File: src/rtl/pipe_hazard_ctrl_pkg.sv
// Shared definitions for the pipeline hazard controller.
//   NUM_REGS   : architectural register count, one scoreboard bit per register
//   REG_PC     : register index of the PC; loads to it are handled as branches
//   LD_CNT_W   : width of the outstanding-load counter (covers MAX_LOADS up to 7)
//   hz_state_e : flush sequencer states
package cm0_pipe_pkg;

    localparam int         NUM_REGS = 16;
    localparam logic [3:0] REG_PC   = 4'd15;
    localparam int         LD_CNT_W = 3;

    typedef enum logic [0:0] {
        HZ_IDLE  = 1'b0,
        HZ_FLUSH = 1'b1
    } hz_state_e;

endpackage

File: src/rtl/pipe_hazard_ctrl_if.sv
// Decode/execute/writeback side-band bundle for the hazard controller.
//   master : pipeline datapath (drives decode/exe/wb info, consumes hold/flush/bubble)
//   slave  : hazard controller
interface pipe_hazard_ctrl_if;

    logic                                id_valid;
    logic [3:0]                          id_addr_n;
    logic [3:0]                          id_addr_m;
    logic [3:0]                          id_addr_t;
    logic                                id_use_n;
    logic                                id_use_m;
    logic                                id_use_t;
    logic [3:0]                          id_addr_d;
    logic                                id_w_reg_en;
    logic                                id_is_load;
    logic                                exe_ready;
    logic                                exe_branch_taken;
    logic                                wb_load_done;
    logic [3:0]                          wb_addr;
    logic                                if_id_hold;
    logic                                if_id_flush;
    logic                                id_exe_hold;
    logic                                id_exe_bubble;
    logic [cm0_pipe_pkg::NUM_REGS-1:0]   sb_busy;
    logic                                ld_underflow;

    modport master (
        output id_valid, id_addr_n, id_addr_m, id_addr_t, id_use_n, id_use_m, id_use_t,
               id_addr_d, id_w_reg_en, id_is_load, exe_ready, exe_branch_taken,
               wb_load_done, wb_addr,
        input  if_id_hold, if_id_flush, id_exe_hold, id_exe_bubble, sb_busy, ld_underflow
    );

    modport slave (
        input  id_valid, id_addr_n, id_addr_m, id_addr_t, id_use_n, id_use_m, id_use_t,
               id_addr_d, id_w_reg_en, id_is_load, exe_ready, exe_branch_taken,
               wb_load_done, wb_addr,
        output if_id_hold, if_id_flush, id_exe_hold, id_exe_bubble, sb_busy, ld_underflow
    );

endinterface

File: src/rtl/pipe_hazard_ctrl_scoreboard.sv
// Load scoreboard: one busy bit per register, outstanding-load counter and a
// sticky underflow flag.
//   clk, rst      : core clock, async active-low reset
//   i_set_en/addr : a load to addr issued this cycle
//   i_clr_en/addr : a load to addr wrote back this cycle
//   o_sb_busy     : busy vector
//   o_ld_cnt      : loads in flight
//   o_underflow   : writeback seen with nothing outstanding (sticky until reset)
module hz_scoreboard
    import cm0_pipe_pkg::*;
(
    input  logic                clk,
    input  logic                rst,
    input  logic                i_set_en,
    input  logic [3:0]          i_set_addr,
    input  logic                i_clr_en,
    input  logic [3:0]          i_clr_addr,
    output logic [NUM_REGS-1:0] o_sb_busy,
    output logic [LD_CNT_W-1:0] o_ld_cnt,
    output logic                o_underflow
);

    logic [NUM_REGS-1:0] r_sb_busy;
    logic [LD_CNT_W-1:0] r_ld_cnt;
    logic                r_underflow;
    logic [NUM_REGS-1:0] w_set_mask;
    logic [NUM_REGS-1:0] w_clr_mask;

    assign w_set_mask = i_set_en ? ({{(NUM_REGS-1){1'b0}}, 1'b1} << i_set_addr) : '0;
    assign w_clr_mask = i_clr_en ? ({{(NUM_REGS-1){1'b0}}, 1'b1} << i_clr_addr) : '0;

    always_ff @(posedge clk or negedge rst) begin
        if (!rst) begin
            r_sb_busy   <= '0;
            r_ld_cnt    <= '0;
            r_underflow <= 1'b0;
        end else begin
            // clear first, then set, so a same-cycle set of the same bit survives
            r_sb_busy <= (r_sb_busy & ~w_clr_mask) | w_set_mask;
            case ({i_set_en, i_clr_en})
                2'b10: r_ld_cnt <= r_ld_cnt + 1'b1;
                2'b01: begin
                    if (r_ld_cnt == '0) r_underflow <= 1'b1;
                    else                r_ld_cnt    <= r_ld_cnt - 1'b1;
                end
                2'b11: begin
                    // net count unchanged; a writeback against an empty count is still bogus
                    if (r_ld_cnt == '0) r_underflow <= 1'b1;
                end
                default: ;
            endcase
        end
    end

    assign o_sb_busy   = r_sb_busy;
    assign o_ld_cnt    = r_ld_cnt;
    assign o_underflow = r_underflow;

endmodule

File: src/rtl/pipe_hazard_ctrl.sv
// Stall/flush controller for the ID/EXE pipeline register.
// Detects load-use hazards against the load scoreboard, freezes on bus wait
// and inserts FLUSH_CYCLES bubbles after a taken branch.
//   clk, rst : core clock, async active-low reset
//   bus      : pipe_hazard_ctrl_if.slave (decode/exe/wb info in, hold/flush/bubble out)
//   perf_stall_cnt, perf_flush_cnt : present only when HAZARD_PERF_EN is defined;
//              saturating counts of hazard-stall cycles and accepted taken branches
// Parameters: FLUSH_CYCLES (1..7), MAX_LOADS (1..7)
module pipe_hazard_ctrl
    import cm0_pipe_pkg::*;
#(
    parameter int FLUSH_CYCLES = 2,
    parameter int MAX_LOADS    = 2
) (
    input  logic               clk,
    input  logic               rst,
    pipe_hazard_ctrl_if.slave  bus
`ifdef HAZARD_PERF_EN
    ,
    output logic [31:0]        perf_stall_cnt,
    output logic [31:0]        perf_flush_cnt
`endif
);

    // state    | meaning
    // S_IDLE   | normal issue; hazards stall, taken branch emits first bubble
    // S_FLUSH  | emitting remaining post-branch bubbles, r_flush_cnt left

    localparam logic [0:0]          S_IDLE       = HZ_IDLE;
    localparam logic [0:0]          S_FLUSH      = HZ_FLUSH;
    localparam logic [2:0]          FLUSH_RELOAD = 3'(FLUSH_CYCLES - 1);
    localparam logic [LD_CNT_W-1:0] LD_LIMIT     = LD_CNT_W'(MAX_LOADS);
    localparam bit                  FLUSH_MULTI  = (FLUSH_CYCLES > 1);

    logic [0:0]          r_state;
    logic [2:0]          r_flush_cnt;
    logic [NUM_REGS-1:0] w_sb_busy;
    logic [LD_CNT_W-1:0] w_ld_cnt;
    logic                w_underflow;
    logic                w_in_idle;
    logic                w_hazard;
    logic                w_stall;
    logic                w_issue;
    logic                w_set_en;
    logic [3:0]          w_ctrl;

    assign w_in_idle = (r_state == S_IDLE);

    assign w_hazard = bus.id_valid &
                      ((bus.id_use_n & w_sb_busy[bus.id_addr_n]) |
                       (bus.id_use_m & w_sb_busy[bus.id_addr_m]) |
                       (bus.id_use_t & w_sb_busy[bus.id_addr_t]) |
                       (bus.id_is_load & (w_ld_cnt == LD_LIMIT)));

    assign w_stall  = w_in_idle & bus.exe_ready & ~bus.exe_branch_taken & w_hazard;
    assign w_issue  = w_in_idle & bus.exe_ready & ~bus.exe_branch_taken & ~w_hazard & bus.id_valid;
    assign w_set_en = w_issue & bus.id_is_load & bus.id_w_reg_en & (bus.id_addr_d != REG_PC);

    hz_scoreboard u_sb (
        .clk        (clk),
        .rst        (rst),
        .i_set_en   (w_set_en),
        .i_set_addr (bus.id_addr_d),
        .i_clr_en   (bus.wb_load_done),
        .i_clr_addr (bus.wb_addr),
        .o_sb_busy  (w_sb_busy),
        .o_ld_cnt   (w_ld_cnt),
        .o_underflow(w_underflow)
    );

    always_ff @(posedge clk or negedge rst) begin
        if (!rst) begin
            r_state     <= S_IDLE;
            r_flush_cnt <= '0;
        end else if (bus.exe_ready) begin
            if (bus.exe_branch_taken) begin
                // a branch while already flushing restarts the bubble train
                r_state     <= FLUSH_MULTI ? S_FLUSH : S_IDLE;
                r_flush_cnt <= FLUSH_RELOAD;
            end else if (r_state == S_FLUSH) begin
                if (r_flush_cnt <= 3'd1) begin
                    r_state     <= S_IDLE;
                    r_flush_cnt <= '0;
                end else begin
                    r_flush_cnt <= r_flush_cnt - 3'd1;
                end
            end
        end
    end

    // {if_id_hold, if_id_flush, id_exe_hold, id_exe_bubble}
    always_comb begin
        w_ctrl = 4'b0000;
        if (!bus.exe_ready)                                w_ctrl = 4'b1010;
        else if (!w_in_idle || bus.exe_branch_taken)       w_ctrl = 4'b0101;
        else if (w_hazard)                                 w_ctrl = 4'b1001;
    end

    // outputs are forced quiet while reset is asserted, independent of inputs
    assign bus.if_id_hold    = w_ctrl[3] & rst;
    assign bus.if_id_flush   = w_ctrl[2] & rst;
    assign bus.id_exe_hold   = w_ctrl[1] & rst;
    assign bus.id_exe_bubble = w_ctrl[0] & rst;
    assign bus.sb_busy       = w_sb_busy;
    assign bus.ld_underflow  = w_underflow;

`ifdef HAZARD_PERF_EN
    logic [31:0] r_perf_stall;
    logic [31:0] r_perf_flush;

    always_ff @(posedge clk or negedge rst) begin
        if (!rst) begin
            r_perf_stall <= '0;
            r_perf_flush <= '0;
        end else begin
            if (w_stall && (r_perf_stall != 32'hFFFF_FFFF))
                r_perf_stall <= r_perf_stall + 32'd1;
            if (bus.exe_ready && bus.exe_branch_taken && (r_perf_flush != 32'hFFFF_FFFF))
                r_perf_flush <= r_perf_flush + 32'd1;
        end
    end

    assign perf_stall_cnt = r_perf_stall;
    assign perf_flush_cnt = r_perf_flush;
`else
    logic w_unused_stall;
    assign w_unused_stall = w_stall;
`endif

endmodule

File: src/flat_wrapper.sv
// flat-port wrapper written by rule: the top's interface ports become plain ports
module pipe_hazard_ctrl_flat import cm0_pipe_pkg::*;
#(
    parameter int FLUSH_CYCLES = 2,
    parameter int MAX_LOADS    = 2
)
  (clk, rst, bus_id_valid, bus_id_addr_n, bus_id_addr_m, bus_id_addr_t, bus_id_use_n, bus_id_use_m, bus_id_use_t, bus_id_addr_d, bus_id_w_reg_en, bus_id_is_load, bus_exe_ready, bus_exe_branch_taken, bus_wb_load_done, bus_wb_addr, bus_if_id_hold, bus_if_id_flush, bus_id_exe_hold, bus_id_exe_bubble, bus_sb_busy, bus_ld_underflow);
  pipe_hazard_ctrl_if bus_i ();
  input  logic clk;
  input  logic rst;
  input wire logic [$bits(bus_i.id_valid)-1:0] bus_id_valid;
  input wire logic [$bits(bus_i.id_addr_n)-1:0] bus_id_addr_n;
  input wire logic [$bits(bus_i.id_addr_m)-1:0] bus_id_addr_m;
  input wire logic [$bits(bus_i.id_addr_t)-1:0] bus_id_addr_t;
  input wire logic [$bits(bus_i.id_use_n)-1:0] bus_id_use_n;
  input wire logic [$bits(bus_i.id_use_m)-1:0] bus_id_use_m;
  input wire logic [$bits(bus_i.id_use_t)-1:0] bus_id_use_t;
  input wire logic [$bits(bus_i.id_addr_d)-1:0] bus_id_addr_d;
  input wire logic [$bits(bus_i.id_w_reg_en)-1:0] bus_id_w_reg_en;
  input wire logic [$bits(bus_i.id_is_load)-1:0] bus_id_is_load;
  input wire logic [$bits(bus_i.exe_ready)-1:0] bus_exe_ready;
  input wire logic [$bits(bus_i.exe_branch_taken)-1:0] bus_exe_branch_taken;
  input wire logic [$bits(bus_i.wb_load_done)-1:0] bus_wb_load_done;
  input wire logic [$bits(bus_i.wb_addr)-1:0] bus_wb_addr;
  output wire logic [$bits(bus_i.if_id_hold)-1:0] bus_if_id_hold;
  output wire logic [$bits(bus_i.if_id_flush)-1:0] bus_if_id_flush;
  output wire logic [$bits(bus_i.id_exe_hold)-1:0] bus_id_exe_hold;
  output wire logic [$bits(bus_i.id_exe_bubble)-1:0] bus_id_exe_bubble;
  output wire logic [$bits(bus_i.sb_busy)-1:0] bus_sb_busy;
  output wire logic [$bits(bus_i.ld_underflow)-1:0] bus_ld_underflow;
  assign bus_i.id_valid = bus_id_valid;
  assign bus_i.id_addr_n = bus_id_addr_n;
  assign bus_i.id_addr_m = bus_id_addr_m;
  assign bus_i.id_addr_t = bus_id_addr_t;
  assign bus_i.id_use_n = bus_id_use_n;
  assign bus_i.id_use_m = bus_id_use_m;
  assign bus_i.id_use_t = bus_id_use_t;
  assign bus_i.id_addr_d = bus_id_addr_d;
  assign bus_i.id_w_reg_en = bus_id_w_reg_en;
  assign bus_i.id_is_load = bus_id_is_load;
  assign bus_i.exe_ready = bus_exe_ready;
  assign bus_i.exe_branch_taken = bus_exe_branch_taken;
  assign bus_i.wb_load_done = bus_wb_load_done;
  assign bus_i.wb_addr = bus_wb_addr;
  assign bus_if_id_hold = bus_i.if_id_hold;
  assign bus_if_id_flush = bus_i.if_id_flush;
  assign bus_id_exe_hold = bus_i.id_exe_hold;
  assign bus_id_exe_bubble = bus_i.id_exe_bubble;
  assign bus_sb_busy = bus_i.sb_busy;
  assign bus_ld_underflow = bus_i.ld_underflow;
  pipe_hazard_ctrl #(.FLUSH_CYCLES(FLUSH_CYCLES), .MAX_LOADS(MAX_LOADS)) u_core (.clk(clk), .rst(rst), .bus(bus_i));
endmodule
File: config.mk
export PLATFORM = sky130hd
export DESIGN_NAME = pipe_hazard_ctrl_flat
export DESIGN_NICKNAME = d
export VERILOG_FILES = /design/src/rtl/pipe_hazard_ctrl_pkg.sv /design/src/rtl/pipe_hazard_ctrl_if.sv /design/src/rtl/pipe_hazard_ctrl_scoreboard.sv /design/src/rtl/pipe_hazard_ctrl.sv /design/src/flat_wrapper.sv
export SDC_FILE = /design/constraint.sdc
export NUM_CORES = 1
export LEC_CHECK = 0
export CAP_MARGIN = 10
export CORE_MARGIN = 1
export CORE_UTILIZATION = 40
export CTS_BUF_LIST = sky130_fd_sc_hd__clkbuf_4 sky130_fd_sc_hd__clkbuf_8
export DETAILED_ROUTE_END_ITERATION = 6
export GPL_TIMING_DRIVEN = 1
export PLACE_DENSITY = 0.69
export SYNTH_ARGS = -nofsm -noshare
export SYNTH_HDL_FRONTEND = slang
export SYNTH_HIERARCHICAL = 1
export SYNTH_SLANG_ARGS = --single-unit
File: constraint.sdc
create_clock -name clk -period 4.9 [get_ports clk]
set_input_delay 0.98 -clock clk [delete_from_list [all_inputs] [get_ports clk]]
set_output_delay 0.98 -clock clk [all_outputs]
set_load 0.02 [all_outputs]
# Word level (Yosys, flattened, before mapping)
# Index checks and enable logic that the tools add are counted.
dict set report classes {
  n_addsub 3
  magnitude_cmp 4
  n_eq_ne 6
  shifts 2
  n_mux 19
  bitwise 25
  n_reduce_logical 8
}
# cell count
set ops {}
lappend ops {{$mux W16} 2}
lappend ops {{$shl A1 B4 Y16 const A} 2}
lappend ops {{$and A1 B1 Y1} 16}
lappend ops {{$and A16 B16 Y16} 1}
lappend ops {{$not A16 Y16} 1}
lappend ops {{$or A16 B16 Y16} 1}
lappend ops {{$lt A4 B5 Y1 const B} 3}
lappend ops {{$bmux W1 S4} 3}
lappend ops {{$mux W3} 4}
lappend ops {{$mux W4} 3}
lappend ops {{$mux W1} 6}
lappend ops {{$pmux W3 S2} 1}
lappend ops {{$reduce_and A2 Y1} 3}
lappend ops {{$sub A3 B1 Y3 const B} 2}
lappend ops {{$eq A2 B2 Y1 const B} 2}
lappend ops {{$ne A4 B4 Y1 const B} 1}
lappend ops {{$reduce_bool A2 Y1} 2}
lappend ops {{$add A3 B1 Y3 const B} 1}
lappend ops {{$eq A3 B2 Y1 const B} 1}
lappend ops {{$le A3 B1 Y1 const B} 1}
lappend ops {{$logic_not A3 Y1} 1}
lappend ops {{$not A1 Y1} 3}
lappend ops {{$or A1 B1 Y1} 3}
lappend ops {{$eq A2 B1 Y1 const B} 1}
lappend ops {{3 further kinds} 3}
dict set report word_totals {
  ff_bits 24
  inputBits 31
  output_inout_bits 21
  wordCells 72
}

# Depth between registers and ports, before layout
dict set report logic_depth {
  word_depth 16
  depth_mapped 12
  depth_no_buf 10
}

# Cells and area by module
# The synthesis kept the hierarchy.
# mod instances cells_per_inst area_each_um2 seq_area_each_um2
set modules_own_cells {}
lappend modules_own_cells {hz_scoreboard 1 100 989.7 500.5}
lappend modules_own_cells {pipe_hazard_ctrl 1 88 790.8 100.1}

# Least setup slack after synthesis
# Ideal clock, no wire load.
dict set report synth_timing {
  path_kind {in2out}
  start {input port bus_id_addr_t[1]}
  end {output port bus_if_id_hold}
  t_arrival_ns 2.417
  required_time_ns 3.920
  slack_ns 1.503
  stages 5
  n_path_buf 1
  cell_sequence {buf_6 -> mux4_1 -> o2111ai_1 -> nand4_1 -> o41a_1}
}
dict set report synth_between {
  elab_chain_cells 10
}
# element line
set synth_rtl {}
lappend synth_rtl {{start, declared} flat_wrapper.sv:14} ;# input wire logic [$bits(bus_i.id_addr_t)-1:0] bus_id_addr_t;
lappend synth_rtl {{$bmux W1 S4} pipe_hazard_ctrl.sv:52} ;# (bus.id_use_t & w_sb_busy[bus.id_addr_t]) |
lappend synth_rtl {{$mux W1 (not written as such)} pipe_hazard_ctrl.sv:52}
lappend synth_rtl {{$and A1 B1 Y1} pipe_hazard_ctrl.sv:52}
lappend synth_rtl {{$or A1 B1 Y1} pipe_hazard_ctrl.sv:51} ;# (bus.id_use_m & w_sb_busy[bus.id_addr_m]) |
lappend synth_rtl {{$or A1 B1 Y1} pipe_hazard_ctrl.sv:52}
lappend synth_rtl {{$and A1 B1 Y1} pipe_hazard_ctrl.sv:49} ;# assign w_hazard = bus.id_valid &
lappend synth_rtl {{$mux W4} pipe_hazard_ctrl.sv:96} ;# else if (w_hazard) w_ctrl = 4'b1001;
lappend synth_rtl {{$mux W4} pipe_hazard_ctrl.sv:95} ;# else if (!w_in_idle || bus.exe_branch_taken) w_ctrl = 4'b0101;
lappend synth_rtl {{$mux W4} pipe_hazard_ctrl.sv:94} ;# if (!bus.exe_ready) w_ctrl = 4'b1010;
lappend synth_rtl {{$and A1 B1 Y1} pipe_hazard_ctrl.sv:100} ;# assign bus.if_id_hold = w_ctrl[3] & rst;
lappend synth_rtl {{end, declared} flat_wrapper.sv:25} ;# output wire logic [$bits(bus_i.if_id_hold)-1:0] bus_if_id_hold;
# Every way passes these cells. The select of a mux whose other input is x is not followed.

# Worst setup path in the final report
# Same ends and word-level chain as after synthesis.

==> flow_summary.yaml <==
timing:
  rsz0062_at_grt: "false"
  holdWs_ns: 0.4770
  fin_worst_skew_ns: 0.003956
  worstMarginPinSlew_ns: 0.4697
  fin_setup_tns_ns: 0
  slew_headroom_pct: 68.59
  period_minus_slack_ns: 4.491
  hold_viol: 0
  setup_violations: 0
  slew_viol_final: 0
  period_share_pct: 91.65
  max_freq_mhz: 222.7
setup_path:
  path_buf_inv: 2
  critPathLaunch: "bus_id_addr_t[1]"
  crit_top_cell: "clkdlybuf4s50_1"
  crit_path_end: "bus_if_id_hold"
  crit_path_top_delay_cell: "mux4_1"
  r2r-start: "u_core/u_sb/o_sb_busy[3]$_DFF_PN0_"
  required_ns: 3.92
  max_stage_delay_ns: 0.57
  r2r-end: "u_core/u_sb/o_ld_cnt[2]$_DFFE_PN0P_"
  cp-start-kind: "primary input"
  cp.arrival_ns: 3.51
  critPathMaxFanout: 3
  cpLargestDelayFamily: "buffers and inverters"
  cp_cell_sequence: "clkdlybuf4s50_1, mux4_1, o2111ai_1, nand4_1, o41a_1, clkdlybuf4s50_1"
  ff2ff_path_depth: 10
  critical_path_class: "in -> out"
  rrSetupSlack_ns: 2.06
  path_depth: 6
  crit_path_end_kind: "output pin"
drt:
  drt-vias-per-instance: 5.893
  dr.max_layer_used: "met4"
  route.detailed.drc: 0
  dr.pass1.iters: 4
  wl_per_cell_microns: 16.57
  wl_met1_microns: 2311
  drtAntennaViolNets: 0
  met2_length_microns: 2094
  wl_microns: 4788
  drt_iter0_drc: 116
  wl_met3_microns: 338
  via_count: 1703
global_routing:
  antenna_found_initial: 0
  grt_max_degree: 19
  grt_pass1_wl_microns: 7127
  grt_pass1_vias: 1512
  grt_remaining_overflow: 0
  grt_usage_pct: 20.86
finish:
  syn_to_final_growth_pct: 34.08
  drive_gt1_share_pct: 5.021
  antenna-diode-count: 0
  layout.nets: 274
clock_tree:
  clkLatencyLatePin_ns: 0.27
  cts_buffer_depth: 2
  h-tree-depth: 1
  cts_setup_buffers: 0
  cts-root-buf: "clkbuf_8"
  cts-resized-gates: 0
  cts_hold_buf: 0
  cts_sinks: 24
  cts_tree: "done"
  clk_pin_slew_ns: 0.09
  cts_buffers: 3
logic_synthesis:
  synth_top_cell_by_area: "dfrtp_1"
  syn_area_sq_um: 1780
  synth_flop_cell: "dfrtp_1"
  synth_cells: 188
  ys.warnings.count: 6
  ys_seq_area_share_pct: 33.73
  synth-edff-count: 0
  synth_seq_cells: 24
  async_reset_ff_share_pct: 100.0
  syn_nets: 222
  synth_common_cells: "dfrtp_1 (24), o21ai_0 (24), inv_1 (12), mux2i_1 (12)"
  synth.distinct_cells: 43
  yosysTopAreaCellShare_pct: 33.73
  synth_area_leaders: "dfrtp_1 (34%), mux2i_1 (6.7%), o21ai_0 (6.7%), mux4_1 (5.9%), nand2b_1 (3.2%)"
  syn_area_per_cell_sq_um: 9.471
power_and_ir_drop:
  internal-power_w: 0.0004268
  ir_worst_vdd_mv: 0.1688
  pwr-share-clk_pct: 28.2
  p_per_area_nw_per_um2: 259.8
  p_switching_w: 0.0001935
  switching_share_pct: 31.20
  p_leak_nw: 0.9874
  pwr-share-comb_pct: 30.3
  pwr-share-seq_pct: 41.5
floorplan:
  core_region_area_sq_um: 4144
  die_area_sq_um: 4722
  rows: 23
  die_w_microns: 68.72
  ioPinCount: 52
  initial_utilization_pct: 42.96
  dieHeight_microns: 68.72
worst_hold_path:
  hold_path.class: "reg -> reg"
  hold_depth: 1
placed_design:
  port_buffers: 51
  post-dp-hpwl_microns: 3664
  gp_congestion: 0.8366
flow_run:
  drv_cap: 0
status:
  outcome: "finished, final reports clean"
==> cell families (layout without fill, tap and decap cells) <==
group	count (synthesis)	count (layout)	share of synthesized area, %
compound gates	62	62	22.91
xor+xnor	1	1	0.4920
fa+ha+maj	3	3	2.530
buf+inv	20	71	6.324
flops	24	24	33.73
mux	18	18	15.18
simple gates	60	60	18.83
==> registers in the layout (all words and copies together), names as in the netlist <==
signal                   flops
u_core/u_sb/o_sb_busy       16
u_core/r_flush_cnt           3
u_core/u_sb/o_ld_cnt         3
u_core/r_state               1
u_core/u_sb/o_underflow      1
==> layout by cell type, fill, tap and decap left out, drive strengths merged, types with 4 or more instances in the layout <==
master,netlist,final
o31ai,5,5
nor2b,5,5
mux2i,12,12
nand2b,9,9
nor2,11,11
dfrtp,24,24
mux4,6,6
o2111ai,4,4
o21ai,28,28
clkdlybuf4s50,0,51
buf,8,4
inv,12,12
a22oi,5,5
nand3b,4,4
nand3,5,5
nand2,11,11
o41ai,5,5
==> power by group through the flow <==
stage | sequential, W | clock, W | combinational, W
2_1_floorplan | 0.000260 | 0 | 0.000108
3_3_place_gp | 0.000259 | 0 | 0.000186
3_5_place_dp | 0.000260 | 0 | 0.000187
4_1_cts | 0.000256 | 0.000178 | 0.000189
5_1_grt | 0.000260 | 0.000186 | 0.000207
6_report | 0.000257 | 0.000175 | 0.000188
==> per-stage QoR <==
step	std cells	total power [W]	cell area, sq um	setup slack [ns]	util [%]
after floorplan	188	0.0003678	1780	1.503	-
after global placement	285	0.0004456	2316	0.4951	55.89
after detailed placement	285	0.0004473	2316	0.4301	55.89
after CTS	289	0.0006228	2387	0.4304	57.61
after global routing	289	0.0006535	2387	0.3702	57.61
final	289	0.0006203	2387	0.4090	57.61
==> cell type report <==
class | instances | area [sq um]
flip-flops and latches | 24 | 600.6
repair buffers | 55 | 540.5
clock inverters | 1 | 30.03
inverters | 12 | 45.04
clock buffers | 3 | 41.29
multi-input cells | 144 | 1067
well taps | 50 | 62.56
fillers | 382 | 1757
==> worst min-delay path by stage <==
stage                                             start                                   to  slack [ns]
floorplan             u_core/r_flush_cnt[2]$_DFFE_PN0P_    u_core/r_flush_cnt[2]$_DFFE_PN0P_        0.46
global placement    u_core/u_sb/o_underflow$_DFFE_PN0P_  u_core/u_sb/o_underflow$_DFFE_PN0P_        0.46
detailed placement  u_core/u_sb/o_underflow$_DFFE_PN0P_  u_core/u_sb/o_underflow$_DFFE_PN0P_        0.46
CTS                 u_core/u_sb/o_underflow$_DFFE_PN0P_  u_core/u_sb/o_underflow$_DFFE_PN0P_        0.48
global route        u_core/u_sb/o_underflow$_DFFE_PN0P_  u_core/u_sb/o_underflow$_DFFE_PN0P_        0.49
finish              u_core/u_sb/o_underflow$_DFFE_PN0P_  u_core/u_sb/o_underflow$_DFFE_PN0P_        0.48
==> metal layers <==
layer	global-route usage, %	vias to the layer above
met1	30.23	812
met4	7.143	0
li1	-	823
met2	31.50	64
met5	0	-
met3	3.289	4
No activity file was read; power rests on OpenSTA's default activity.
